<file path="config.mk">
export PLATFORM = sky130hd
export DESIGN_NAME = matriz_resultado_serializador_flat
export DESIGN_NICKNAME = d
export VERILOG_FILES = /design/src/rtl/matriz_resultado_serializador_pkg.sv /design/src/rtl/matriz_resultado_serializador_if.sv /design/src/rtl/matriz_resultado_serializador.sv /design/src/flat_wrapper.sv
export SDC_FILE = /design/constraint.sdc
export NUM_CORES = 1
export LEC_CHECK = 0
export ABC_AREA = 1
export CORE_MARGIN = 3
export CORE_UTILIZATION = 50
export CTS_CLUSTER_DIAMETER = 120
export CTS_CLUSTER_SIZE = 8
export DETAILED_ROUTE_END_ITERATION = 10
export DONT_BUFFER_PORTS = 1
export REMOVE_ABC_BUFFERS = 1
export SLEW_MARGIN = 20
export SYNTH_ARGS = -nofsm -noshare
export SYNTH_HDL_FRONTEND = slang
export SYNTH_SLANG_ARGS = --single-unit
</file>
<file path="constraint.sdc">
create_clock -name clk -period 5.66 [get_ports clk]
set_input_delay 0.566 -clock clk [delete_from_list [all_inputs] [get_ports clk]]
set_output_delay 0.566 -clock clk [all_outputs]
set_load 0.03 [all_outputs]
</file>
<file path="src/rtl/matriz_resultado_serializador_pkg.sv">
// ============================================================================
// Module  : matriz_resultado_serializador_pkg
// Brief   : Shared element width and serializer state encoding.
// Revision: 1.0
// ============================================================================
`default_nettype none

package matriz_resultado_serializador_pkg;

  localparam int ELEM_W = 9;

  typedef enum logic [1:0] {
    ST_IDLE = 2'd0,
    ST_SEND = 2'd1,
    ST_DONE = 2'd2
  } state_e;

endpackage

`default_nettype wire

</file>
<file path="src/rtl/matriz_resultado_serializador_if.sv">
// ============================================================================
// Module  : matriz_resultado_serializador_if
// Brief   : Valid/ready element stream from the serializer to the memory writer.
// Revision: 1.0
// ============================================================================
`default_nettype none

interface matriz_resultado_serializador_if
  import matriz_resultado_serializador_pkg::*;
#(
  parameter int N     = 3,
  parameter int IDX_W = $clog2(N*N)
) ();

  logic              out_valid;
  logic              out_ready;
  logic [ELEM_W-1:0] out_data;
  logic [IDX_W-1:0]  out_index;
  logic              out_last;

  modport master (
    output out_valid,
    output out_data,
    output out_index,
    output out_last,
    input  out_ready
  );

  modport slave (
    input  out_valid,
    input  out_data,
    input  out_index,
    input  out_last,
    output out_ready
  );

endinterface

`default_nettype wire

</file>
<file path="src/rtl/matriz_resultado_serializador.sv">
// ============================================================================
// Module  : matriz_resultado_serializador
// Brief   : Captures an N*N x 9-bit result vector and streams it element by element.
// Revision: 1.0
// ============================================================================
`default_nettype none

module matriz_resultado_serializador
  import matriz_resultado_serializador_pkg::*;
#(
  parameter int N = 3
) (
  input  wire logic                    clk,
  input  wire logic                    reset,
  input  wire logic                    start,
  input  wire logic [N*N*ELEM_W-1:0]   matriz_resultado,
  output logic                         busy,
  output logic                         done,
  matriz_resultado_serializador_if.master out_if
);

  localparam int                NUM_ELEM = N*N;
  localparam int                IDX_W    = $clog2(NUM_ELEM);
  localparam logic [IDX_W-1:0]  LAST_IDX = IDX_W'(NUM_ELEM - 1);

  state_e                      state_q, state_d;
  logic [IDX_W-1:0]            idx_q, idx_d;
  logic [NUM_ELEM*ELEM_W-1:0]  cap_q, cap_d;

  logic send_active;
  logic beat_accepted;

  assign send_active   = (state_q == ST_SEND);
  assign beat_accepted = send_active && out_if.out_ready;

  always_ff @(posedge clk or posedge reset) begin
    if (reset) begin
      state_q <= ST_IDLE;
      idx_q   <= '0;
      cap_q   <= '0;
    end else begin
      state_q <= state_d;
      idx_q   <= idx_d;
      cap_q   <= cap_d;
    end
  end

  // The capture register is only written from IDLE, so start during a stream is ignored.
  always_comb begin
    state_d = state_q;
    idx_d   = idx_q;
    cap_d   = cap_q;
    case (state_q)
      ST_IDLE: begin
        if (start) begin
          cap_d   = matriz_resultado;
          idx_d   = '0;
          state_d = ST_SEND;
        end
      end
      ST_SEND: begin
        if (beat_accepted) begin
          if (idx_q == LAST_IDX) begin
            state_d = ST_DONE;
          end else begin
            idx_d = idx_q + 1'b1;
          end
        end
      end
      ST_DONE: begin
        state_d = ST_IDLE;
      end
      default: begin
        state_d = ST_IDLE;
      end
    endcase
  end

  assign out_if.out_valid = send_active;
  assign out_if.out_data  = cap_q[int'(idx_q)*ELEM_W +: ELEM_W];
  assign out_if.out_index = idx_q;
  assign out_if.out_last  = send_active && (idx_q == LAST_IDX);
  assign busy             = (state_q != ST_IDLE);
  assign done             = (state_q == ST_DONE);

endmodule

`default_nettype wire

</file>
<file path="src/flat_wrapper.sv">
// flat-port wrapper written by rule: the top's interface ports become plain ports
module matriz_resultado_serializador_flat import matriz_resultado_serializador_pkg::*;
#(
  parameter int N = 3
)
  (clk, reset, start, matriz_resultado, busy, done, out_if_out_valid, out_if_out_data, out_if_out_index, out_if_out_last, out_if_out_ready);
  matriz_resultado_serializador_if #(.N(N)) out_if_i ();
  input  wire logic clk;
  input  wire logic reset;
  input  wire logic start;
  input  wire logic [N*N*ELEM_W-1:0] matriz_resultado;
  output logic busy;
  output logic done;
  output wire logic [$bits(out_if_i.out_valid)-1:0] out_if_out_valid;
  output wire logic [$bits(out_if_i.out_data)-1:0] out_if_out_data;
  output wire logic [$bits(out_if_i.out_index)-1:0] out_if_out_index;
  output wire logic [$bits(out_if_i.out_last)-1:0] out_if_out_last;
  input wire logic [$bits(out_if_i.out_ready)-1:0] out_if_out_ready;
  assign out_if_out_valid = out_if_i.out_valid;
  assign out_if_out_data = out_if_i.out_data;
  assign out_if_out_index = out_if_i.out_index;
  assign out_if_out_last = out_if_i.out_last;
  assign out_if_i.out_ready = out_if_out_ready;
  matriz_resultado_serializador #(.N(N)) u_core (.clk(clk), .reset(reset), .start(start), .matriz_resultado(matriz_resultado), .busy(busy), .done(done), .out_if(out_if_i));
endmodule
</file>
==> results.yml, run 1 <==
outcome:
  status: "complete, no violations"
die:
  die_area_sq_um: 9560
  start_util_pct: 53.1
  die_x_um: 97.8
  num_io_pins: 102
  core_sq_um: 7930
  die_h_um: 97.8
  row_count: 32
power:
  switching_share_pct: 46.6
  p_leak_uw: 0.00220
  peakVddDrop_v: 0.000316
  p_comb_share_pct: 44.5
  seq_power_share_pct: 41.0
  p_int_uw: 1410
  p_per_area_nw_per_um2: 606
  clkPwrFrac_pct: 14.5
  net-switching-power_uw: 1240
logic_synthesis:
  syn_inst: 553
  synth_edf_count: 0
  ys_warn_count: 0
  avgSynthCellArea_sq_um: 7.61
  synth_common_cells: "199 x nand2_1, 87 x dfrtp_1, 78 x inv_1, 78 x o21ai_0, 67 x nand3_1"
  synth_area_leaders: "dfrtp_1 52%, nand2_1 18%, o21ai_0 9.3%, nand3_1 8.0%, inv_1 7.0%"
  synth_seq_cells: 87
  yosysTopAreaCell: "dfrtp_1"
  ys_async_sr_fraction_pct: 100
  yosysSeqAreaShare_pct: 51.7
  synth_top_area_share_pct: 51.7
  netlist_area_sq_um: 4210
  yosysMostFrequentCell: "nand2_1"
  synth.distinct_cells: 17
  synth_ff_type: "dfrtp_1"
setup_path:
  crit_type: "reg -> out"
  cp_num_buf_inv: 1
  critPathMaxFanout: 43
  reg2reg_depth: 6
  r2r_slack_ns: 3.13
  crit_path_end_kind: "output pin"
  rr_startpoint: "u_core.out_if.out_index[0]$_DFFE_PP0P_"
  crit_path_start: "u_core.out_if.out_index[0]$_DFFE_PP0P_"
  slowest_delay_ns: 0.77
  critPathLaunchType: "flop"
  rr_endpoint: "u_core.out_if.out_index[0]$_DFFE_PP0P_"
  arrival_ns: 2.68
  slowest_stage: "dfrtp_2"
  critPathRequiredTime_ns: 5.09
  critical_path.top_delay_family: "flip-flops"
  cp_cell_sequence: "inv_2 -> ha_1 -> nand3_1 -> nor2_1"
placed_design:
  post_dp_cell_area_sq_um: 4210
  dpl.hpwl_um: 6260
  io_buffers: 0
  pre_cts_ws_ns: 2.76
  gp_congestion: 0.774
global_route:
  grt_first_pass_wirelength_um: 16600
  antenna_found_initial: 0
  first_global_vias: 3394
  gr-total-overflow: 0
  grt_max_degree: 86
  grt_use_total_pct: 21.4
final_layout:
  fin_nets: 625
  diodes: 0
  fin_area_sq_um: 4370
  syn_to_final_growth_pct: 3.80
  layout-drive-gt1-share_pct: 4.62
  final_core_util_pct: 55.1
cts:
  clock_path_buffers: 2
  cts.clk_slew.worst_paths_ns: 0.08
  worstSkewPairLatency_ns: 0.35
  cts_root_buf: "clkbuf_8"
  cts_buffers: 9
  cts_resized: 0
  cts_setup_buffers: 0
  ctsHoldBuffers: 0
  cts.sinks: 87
  cts_tree: "yes"
  h-tree-depth: 3
hold_path:
  holdCritPathClass: "in -> async"
detailed_routing:
  drt_iter0_drc: 210
  dr.pass1.iters: 4
  vias: 3252
  drcViolationCount: 0
  wl_um: 9550
  viasPerCell: 5.06
  wl_per_cell_um: 14.8
  ant_nets: 0
timing:
  post-route-min-period_ns: 3.25
  hold_viol_final: 0
  tightest_slew_ns: 0.974
  final.setup.worst_slack_ns: 2.41
  fin_setup_tns_ns: 0
  slew_headroom_pct: 35.1
  timing.fmax_mhz: 308
  rsz0062_at_grt: "false"
  slew_viol_final: 0
  setup_viol: 0
  fin_crit_sh_pct: 57.3
  skew_ns: 0.00720
flow_run:
  maxCapViolations: 0
cell type report:
type	instances	area, sq um
fillers	828	3560
flip-flops and latches	87	2180
multi-input cells	354	1560
inverters	83	315
clock buffers	13	159
well taps	102	128
repair buffers	3	22.5
clock inverters	1	5.00
power groups by stage:
stage	sequential (uW)	clock, uW	combinational [uW]
floorplan	1070	0	938
global placement	1090	0	1170
detailed placement	1100	0	1190
CTS	1090	392	1200
global route	1130	418	1380
finish	1090	384	1180
flip-flops by register name, indices dropped and copies added, names as in the netlist:
register                 flops
u_core.cap_q                81
u_core.state_q               2
u_core.out_if.out_index      4
through the flow:
stage | hold slack [ns] | total power [uW] | cells
after floorplan | 0.449 | 2010 | 524
after global placement | 0.464 | 2260 | 629
after detailed placement | 0.466 | 2290 | 629
after CTS | 0.122 | 2680 | 643
after global routing | 0.126 | 2920 | 643
final | 0.111 | 2650 | 643
routing by layer:
metal  global-route usage [%]  up-vias  share of wire [%]
met4                     5.11        0                1.0
li1                         -     1677                  -
met3                     5.86       10                6.7
met5                        0        -                  0
met2                     33.1       98                 45
met1                     30.2     1467                 48
layout by cell type, fill, tap and decap left out, types with 2 or more instances in the layout:
cell | synthesis | routed
nand2_1 | 199 | 199
dfrtp_1 | 87 | 86
o21ai_0 | 78 | 78
inv_1 | 78 | 77
nand3_1 | 67 | 67
clkbuf_8 | 0 | 11
inv_2 | 5 | 4
nor2_1 | 3 | 3
buf_4 | 7 | 3
clkinv_2 | 0 | 2
ha_1 | 2 | 2
clkbuf_1 | 13 | 2
how the worst max path moves through the flow:
stage / endpoint / slack [ns] / cells after the start
finish: out_if_out_last / 2.41 / 4
global route: out_if_out_data[5] / 2.24 / 6
floorplan: u_core.cap_q[0]$_DFFE_PP0P_ / 2.84 / 1
global placement: out_if_out_last / 2.81 / 4
detailed placement: out_if_out_last / 2.76 / 4
CTS: out_if_out_last / 2.38 / 4
cell families (layout without fill, tap and decap cells):
group | count (synthesis) | after routing | share of synthesized area [%]
adders and majority gates | 2 | 2 | 0.594
buffers and inverters | 112 | 100 | 11.2
xor gates and xnor gates | 1 | 1 | 0.208
and+or+nand+nor | 271 | 271 | 26.6
AOI/OAI and AO/OA | 80 | 80 | 9.66
DFF | 87 | 87 | 51.7
Note: power is estimated with default switching activity, not from simulation.
==> run 2: changes to the inputs <==
Clock period 5.66 ns to 3.3 ns, I/O delays scaled along.
==> run 2 against run 1 <==
Effect of this change:
- the flow now finishes with violations (hold timing)
- highest routed layer unchanged
- sequential share of layout area is 0.55 points lower
- clock power is 78% higher
- non-clock buffer count is 3 higher
- largest power group unchanged
- worst setup slack worse by 1.9 ns
- critical path depth stayed put
==> results.yml, run 2 (synthesis gave the netlist of run 1 again) <==
die:
  core_sq_um: 7930
  die_h_um: 97.8
  die_x_um: 97.8
  row_count: 32
  die_area_sq_um: 9560
  num_io_pins: 102
  start_util_pct: 53.1
final_layout:
  fin_nets: 628
  largest_reg_flops: 81
  syn_to_final_growth_pct: 4.96
  largest_register: "u_core.cap_q"
  final_common_cell: "nand2_1"
  diodes: 0
  final_core_util_pct: 55.7
  fin_cells: 648
  layout-drive-gt1-share_pct: 5.49
  layout_common_cells: "199 x nand2_1, 86 x dfrtp_1, 78 x o21ai_0, 77 x inv_1, 67 x nand3_1"
hold_path:
  holdCritPathClass: "in -> async"
detailed_routing:
  viasPerCell: 5.10
  wl_um: 9590
  dr.pass1.iters: 5
  ant_nets: 0
  vias: 3308
  wl_per_cell_um: 14.8
  drt_iter0_drc: 175
  drcViolationCount: 0
power:
  switching_share_pct: 46.6
  p_leak_uw: 0.00222
  power_uw: 4590
  clkPwrFrac_pct: 14.9
  p_comb_share_pct: 45.3
  seq_power_share_pct: 39.8
  peakVddDrop_v: 0.000484
  p_per_area_nw_per_um2: 1040
  net-switching-power_uw: 2140
  p_int_uw: 2450
outcome:
  violations: "hold timing"
  status: "finished, violations left"
setup_path:
  slowest_stage: "dfrtp_2"
  cp_num_buf_inv: 1
  crit_type: "reg -> out"
  critPathRequiredTime_ns: 2.97
  arrival_ns: 2.44
  critical_path.top_delay_family: "simple AND/OR/NAND/NOR gates"
  critPathLaunchType: "flop"
  crit_path_end_kind: "output pin"
  slowest_delay_ns: 0.60
  cp_cell_sequence: "inv_2 -> ha_1 -> nand3_1 -> nor2_1"
  critPathMaxFanout: 37
timing:
  hold_viol_final: 55
  hold_slack_ns: -0.0525
  fin_crit_sh_pct: 83.8
  setup_viol: 0
  slew_headroom_pct: 36.5
  fin_setup_tns_ns: 0
  tightest_slew_ns: 0.953
  rsz0062_at_grt: "false"
  post-route-min-period_ns: 2.77
  slew_viol_final: 0
  skew_ns: 0.0107
  timing.fmax_mhz: 361
placed_design:
  io_buffers: 0
  dpl.hpwl_um: 6280
  place_inst: 632
  gp_congestion: 0.795
cts:
  ctsHoldBuffers: 0
  cts_buffers: 9
  cts_root_buf: "clkbuf_8"
  clock_path_buffers: 2
  cts.clk_slew.worst_paths_ns: 0.09
  cts_setup_buffers: 0
  worstSkewPairLatency_ns: 0.36
  cts.sinks: 87
  cts_tree: "yes"
  h-tree-depth: 3
  cts_resized: 0
flow_run:
  maxCapViolations: 0
global_route:
  use_met2_pct: 32.5
  antenna_found_initial: 0
  top_usage_layer: "met2"
  grt_first_pass_wirelength_um: 16400
  first_global_vias: 3323
  use_met1_pct: 30.2
  grt_use_total_pct: 21.5
  grt_util_met3_pct: 5.93
  gr-total-overflow: 0
  grt_max_degree: 82
-- run 2: changes by cell type in the layout (fill, tap and decap cells not counted), sizes merged --
cell / delta
clkinvlp: +1
inv: +1
buf: +3
-- run 2: power groups by stage --
stage	clock network, uW	registers [uW]	logic [uW]
global placement	0	1840	2050
detailed placement	0	1850	2090
floorplan	0	1830	1610
CTS	707	1830	2110
global route	755	1890	2400
finish	685	1830	2080
-- run 2: layout make-up --
type / instances / area [sq um]
fillers: 792 / 3510
flip-flops and latches: 87 / 2180
multi-input cells: 354 / 1560
inverters: 83 / 317
clock buffers: 13 / 159
well taps: 102 / 128
repair buffers: 6 / 57.6
clock inverters: 3 / 17.5
-- run 2: stage by stage --
step	instance area, sq um	setup slack (ns)
final	4420	0.533
after global routing	4420	0.338
after CTS	4420	0.493
after detailed placement	4240	0.897
after global placement	4240	0.957
after floorplan	4050	0.720
-- run 2: layer usage --
layer  share of wire (%)  wire length (um)
met1                  46              4410
met2                  46              4400
met3                 6.8               656
met4                 1.3               121
met5                   0                 0
-- run 2: worst paths after layout --
check | startpoint | to | slack [ns] | cells past startpoint
worst max-delay path | u_core.out_if.out_index[0]$_DFFE_PP0P_ | out_if_out_last | 0.53 | 4
worst min-delay path | reset | u_core.cap_q[12]$_DFFE_PP0P_ | -0.05 | 1
worst max register to register | u_core.out_if.out_index[0]$_DFFE_PP0P_ | u_core.out_if.out_index[0]$_DFFE_PP0P_ | 1.18 | 6
worst min register to register | u_core.cap_q[74]$_DFFE_PP0P_ | u_core.cap_q[74]$_DFFE_PP0P_ | 0.48 | 2
max in group asynchronous | reset | u_core.cap_q[16]$_DFFE_PP0P_ | 2.59 | 2
min in group clk | matriz_resultado[80] | u_core.cap_q[80]$_DFFE_PP0P_ | 0.08 | 2
-- run 2: worst reg2reg max path: stages (launching register included) --
cell and delay, ns:
dfrtp_2 0.60, inv_2 0.56, ha_1 0.25, nand3_1 0.16, o21ai_2 0.28, nand2_1 0.08
o21ai_0 0.10
